--- config.mk ---
export PLATFORM = sky130hd
export DESIGN_NAME = addsub_seq
export DESIGN_NICKNAME = d
export VERILOG_FILES = /design/src/rtl/addsub_seq.sv
export SDC_FILE = /design/constraint.sdc
export NUM_CORES = 1
export LEC_CHECK = 0
export CAP_MARGIN = 25
export CORE_MARGIN = 2
export CORE_UTILIZATION = 47
export DETAILED_ROUTE_END_ITERATION = 12
export PLACE_DENSITY = 0.82
export SKIP_LAST_GASP = 1
export SYNTH_ARGS = -nofsm -noshare
export SYNTH_HDL_FRONTEND = slang
export SYNTH_SLANG_ARGS = --single-unit
--- constraint.sdc ---
create_clock -name clk -period 4.5 [get_ports clk]
set_input_delay 0.9 -clock clk [delete_from_list [all_inputs] [get_ports clk]]
set_output_delay 0.9 -clock clk [all_outputs]
set_load 0.01 [all_outputs]
--- src/rtl/addsub_seq.sv ---
// addsub_seq: multi-cycle add / subtract / compare unit.
// Operands are processed CHUNK bits per cycle, LSB chunk first, so a
// result takes NCH = WIDTH/CHUNK cycles after acceptance. SUB, CMPS and
// CMPU all compute a + ~b + 1; ADD computes a + b + cin.
//
// Ports:
//   clk, rst_n            clock, asynchronous active-low reset
//   in_valid / in_ready   operand handshake (ready only while idle)
//   a, b, cin, op         operands, carry-in (ADD only), operation
//                         (00 ADD, 01 SUB, 10 CMPS, 11 CMPU)
//   out_valid / out_ready result handshake
//   sum                   a+b+cin (ADD) or a-b (others), mod 2^WIDTH
//   cout, ovf             carry out of MSB (1 = no borrow), signed overflow
//   zero, neg             sum == 0, sum MSB
//   lt, eq                compare results (0 for ADD/SUB)
module addsub_seq #(
    parameter int WIDTH = 16,
    parameter int CHUNK = 4
) (
    input  logic             clk,
    input  logic             rst_n,
    input  logic             in_valid,
    output logic             in_ready,
    input  logic [WIDTH-1:0] a,
    input  logic [WIDTH-1:0] b,
    input  logic             cin,
    input  logic [1:0]       op,
    output logic             out_valid,
    input  logic             out_ready,
    output logic [WIDTH-1:0] sum,
    output logic             cout,
    output logic             ovf,
    output logic             zero,
    output logic             neg,
    output logic             lt,
    output logic             eq
);

    localparam int NCH = WIDTH / CHUNK;
    localparam int CW  = (NCH > 1) ? $clog2(NCH) : 1;
    localparam logic [CW-1:0] LAST = CW'(NCH - 1);

    typedef enum logic [1:0] {IDLE, RUN, DONE} state_t;

    state_t state, state_next;

    logic [WIDTH-1:0] a_r, b_r;
    logic [1:0]       op_r;
    logic             carry;
    logic [CW-1:0]    cnt;

    logic [CHUNK-1:0] ca, cb, cs;
    logic             cc;
    logic [WIDTH-1:0] sum_full;
    logic             ovf_n, zero_n, neg_n, lt_n, eq_n;

    // state register
    always_ff @(posedge clk or negedge rst_n) begin
        if (!rst_n) state <= IDLE;
        else        state <= state_next;
    end

    // next state and handshake outputs
    always_comb begin
        state_next = state;
        in_ready   = 1'b0;
        out_valid  = 1'b0;
        case (state)
            IDLE: begin
                in_ready = 1'b1;
                if (in_valid) state_next = RUN;
            end
            RUN: begin
                if (cnt == LAST) state_next = DONE;
            end
            DONE: begin
                out_valid = 1'b1;
                if (out_ready) state_next = IDLE;
            end
            default: state_next = IDLE;
        endcase
    end

    // one chunk of the ripple add plus flags of the would-be complete sum
    always_comb begin
        ca       = a_r[cnt*CHUNK +: CHUNK];
        cb       = b_r[cnt*CHUNK +: CHUNK];
        {cc, cs} = {1'b0, ca} + {1'b0, cb} + (CHUNK+1)'(carry);
        sum_full = sum;
        sum_full[cnt*CHUNK +: CHUNK] = cs;
        // carry into the top bit of the chunk recovered from its sum bit;
        // only meaningful on the last chunk, where that bit is the MSB
        ovf_n  = (cs[CHUNK-1] ^ ca[CHUNK-1] ^ cb[CHUNK-1]) ^ cc;
        neg_n  = sum_full[WIDTH-1];
        zero_n = (sum_full == '0);
        case (op_r)
            2'b10:   lt_n = neg_n ^ ovf_n;
            2'b11:   lt_n = ~cc;
            default: lt_n = 1'b0;
        endcase
        eq_n = op_r[1] & zero_n;
    end

    // datapath and result registers
    always_ff @(posedge clk or negedge rst_n) begin
        if (!rst_n) begin
            a_r   <= '0;
            b_r   <= '0;
            op_r  <= '0;
            carry <= 1'b0;
            cnt   <= '0;
            sum   <= '0;
            cout  <= 1'b0;
            ovf   <= 1'b0;
            zero  <= 1'b0;
            neg   <= 1'b0;
            lt    <= 1'b0;
            eq    <= 1'b0;
        end else begin
            case (state)
                IDLE: begin
                    if (in_valid) begin
                        a_r   <= a;
                        b_r   <= (op == 2'b00) ? b : ~b;
                        op_r  <= op;
                        carry <= (op == 2'b00) ? cin : 1'b1;
                        cnt   <= '0;
                    end
                end
                RUN: begin
                    sum   <= sum_full;
                    carry <= cc;
                    cnt   <= cnt + CW'(1);
                    if (cnt == LAST) begin
                        cout <= cc;
                        ovf  <= ovf_n;
                        zero <= zero_n;
                        neg  <= neg_n;
                        lt   <= lt_n;
                        eq   <= eq_n;
                    end
                end
                default: ;
            endcase
        end
    end

endmodule
==> run metrics <==
outcome finished clean; synth top area cells sky130_fd_sc_hd__dfrtp_1 49%, sky130_fd_sc_hd__mux2_2 6.5%, sky130_fd_sc_hd__nand2_1 5.7%; nature of the critical path startpoint register; portion of the post-synthesis area used by sequential elements 0.491; Port-buffer cells 62; Antenna diodes 0; setup skew after layout just over 7 ps; TritonCTS Buffers 9; worst relative slew slack 0.497; Tmin final 3180 ps; flip-flop and latch count after synthesis 61; Critical path buffers and inverters 1; count of H-tree levels built during CTS 3; Syn Std Cell Area 0.00311 mm2; average wire per standard cell 15.1 um; DRC marker count from the first detailed-route iteration ~120; Post-CTS Setup Bufs 0; number of placement rows 29; ordered cell list for the critical path mux4_2, fa_1, inv_1, fa_1, xor2_1, or3_1, a221oi_1, a2111oi_0, and3_1, a22o_1; leading cell type by number of instances after synthesis sky130_fd_sc_hd__dfrtp_1; number of gates resized after cts 0; Via density 5.40; post-layout utilization of the core 0.620; Synth-to-Final Area Change 27.2%; top cell type's share of synthesized area 0.491; Critical Path AT 3470 ps; count of final setup violators 0; critical path's most frequent cell sky130_fd_sc_hd__fa_1; count of endpoints failing hold in the final timing report 0; first-pass iteration count of the detailed router 4; Critical Setup Path Class reg -> reg; Die Span X roughly 85 um; top cell types by occurrence after synthesis 61 x sky130_fd_sc_hd__dfrtp_1, 47 x sky130_fd_sc_hd__nand2_1, 32 x sky130_fd_sc_hd__o21ai_0, 18 x sky130_fd_sc_hd__mux2_2, 17 x sky130_fd_sc_hd__xor2_1; total number of vias 2318; initial standard-cell utilization of the core 0.487; setup repair after global routing missed its margin false; total detailed-routing wirelength 6480 um; DIE AREA ~0.0073 mm2; quantity of hold-fixing buffers added after cts 0; worst ir drop on vdd approximately 0.00046 V; ratio of cells with drive above 1 in the final layout 0.128; number of antenna violations at the first check in global routing 0; slowest stage delay, CP around 560 ps; Bufs on Longest Clock Path 2; Critical Path RT between 4000 and 5000 ps; clock latency of the later-clocked register in the worst-skew pair approximately 340 ps; final global-route overflow total 0; aggregate negative setup slack 0 ps; Post-synth top flop sky130_fd_sc_hd__dfrtp_1; Top Family by Delay on Critical Path adder cells; top achievable clock speed ~310 MHz; Mapped Avg Cell Area around 11 um2; Power Density 794 mW/mm2; TritonCTS clock tree yes; maximum number of pins on one net before global-route repair between 60 and 70; routability congestion estimate slightly below 0.9; DRC 0; share of synthesized flip-flops with an asynchronous set or reset 1.00; worst reg2reg setup slack around 1300 ps; Max-cap violations 0; I/O pin count 63; largest area contributor in the netlist sky130_fd_sc_hd__dfrtp_1; Final ANT Viol Nets 0; placeable core region ~0.0064 mm2; P_leak 1.75 nW; warnings from Yosys 0; cell at the slowest stage of the critical path sky130_fd_sc_hd__mux4_2; slew at the pin closest to its max-slew limit 755 ps; HPWL after detailed placement between 4000 and 5000 um; EDFF count, synth 0; number of sinks on the clock net a little over 60; post-synthesis cell type count 38; die boundary height about 85 um; Hold Crit Class reg -> reg; CP Max Fanout 7; overall global routing resource usage 0.196; number of pins with negative max-slew slack in the final report 0; via count of the first global-routing pass between 2k and 2.5k; clock input transition at the sequential cells of the worst setup and hold paths 60 ps; global-route wire length before repair 11000 um; cell count after synthesis approximately 280; Net count, final slightly below 400; root buf cell sky130_fd_sc_hd__clkbuf_8; capturing element type of the critical path register; syn nets about 330; final cycle utilization of the critical path 0.707
cell families (layout without fill, tap and decap cells):
kind of cell,after synthesis,after routing,share of synthesized area
xor+xnor,21,21,0.0640
flops,61,61,0.491
simple gates,84,84,0.127
fa+ha+maj,11,11,0.0491
compound gates,57,57,0.109
buf+inv,21,90,0.0294
mux,28,28,0.131
cell usage in the layout (no fill, tap or decap), types with 5 or more instances in the layout:
cell,count
sky130_fd_sc_hd__inv_1,8
sky130_fd_sc_hd__nand3_1,6
sky130_fd_sc_hd__a21o_1,5
sky130_fd_sc_hd__nand2_1,47
sky130_fd_sc_hd__buf_4,5
sky130_fd_sc_hd__clkbuf_8,10
sky130_fd_sc_hd__xor2_1,17
sky130_fd_sc_hd__ha_1,9
sky130_fd_sc_hd__mux4_2,7
sky130_fd_sc_hd__a21oi_1,6
sky130_fd_sc_hd__a22o_1,5
sky130_fd_sc_hd__nor2_1,7
sky130_fd_sc_hd__o21ai_0,32
sky130_fd_sc_hd__dfrtp_1,61
sky130_fd_sc_hd__mux2_2,18
sky130_fd_sc_hd__clkdlybuf4s50_1,61
final cells by class:
class	instances	area [um2]
clock inverters	2	10.0
inverters	8	30.0
clock buffers	13	149
repair buffers	67	653
fillers	534	2430
well taps	77	96.3
multi-input cells	201	1490
flip-flops and latches	61	1530
worst paths after layout:
kind	cells after the start	startpoint	end
worst max-delay path	10	cnt[0]$_DFFE_PN0P_	eq$_DFFE_PN0P_
worst min-delay path	2	neg$_DFFE_PN0P_	neg$_DFFE_PN0P_
worst max register to register	10	cnt[0]$_DFFE_PN0P_	eq$_DFFE_PN0P_
worst min register to register	2	neg$_DFFE_PN0P_	neg$_DFFE_PN0P_
max in group asynchronous	2	rst_n	b_r[1]$_DFFE_PN0P_
min in group asynchronous	2	rst_n	neg$_DFFE_PN0P_
per-layer routing:
metal / part of all wire / global-route usage / vias up / wire length [um]
li1: - / - / 1125 / -
met1: 0.43 / 0.246 / 1110 / 2790
met2: 0.50 / 0.329 / 71 / 3240
met3: 0.050 / 0.0535 / 12 / 325
met4: 0.018 / 0.0693 / 0 / 119
met5: 0 / 0 / - / 0
where the power goes:
group / switching [mW] / total [mW] / internal (mW)
logic: 0.934 / 1.79 / 0.855
clock network: 0.198 / 0.408 / 0.210
registers: 0.169 / 0.947 / 0.777
total: 1.30 / 3.14 / 1.84
worst register-to-register path: stages, from the launching register on:
cell                        delay [ps]
sky130_fd_sc_hd__dfrtp_1           490
sky130_fd_sc_hd__mux4_2            560
sky130_fd_sc_hd__fa_1              430
sky130_fd_sc_hd__inv_1              80
sky130_fd_sc_hd__fa_1              200
sky130_fd_sc_hd__xor2_1            460
sky130_fd_sc_hd__or3_1             190
sky130_fd_sc_hd__a221oi_1           60
sky130_fd_sc_hd__a2111oi_0         270
sky130_fd_sc_hd__and3_1            240
sky130_fd_sc_hd__a22o_1            130
state kept, by name, summed over array words and instances (netlist names), 2 cells and up:
signal / flops
sum: 16
state: 2
cnt: 2
op_r: 2
a_r: 16
b_r: 16
stage by stage:
step	area [um2]	instances	hold WS (ps)	total power [mW]	worst slack, ps
3_3_place_gp	3800	414	463	2.68	1400
4_1_cts	3960	429	490	3.18	1290
2_1_floorplan	3110	283	442	2.23	1260
6_report	3960	429	485	3.14	1320
3_5_place_dp	3800	414	476	2.76	1320
5_1_grt	3960	429	520	3.41	1070
No activity file was read; power rests on OpenSTA's default activity.
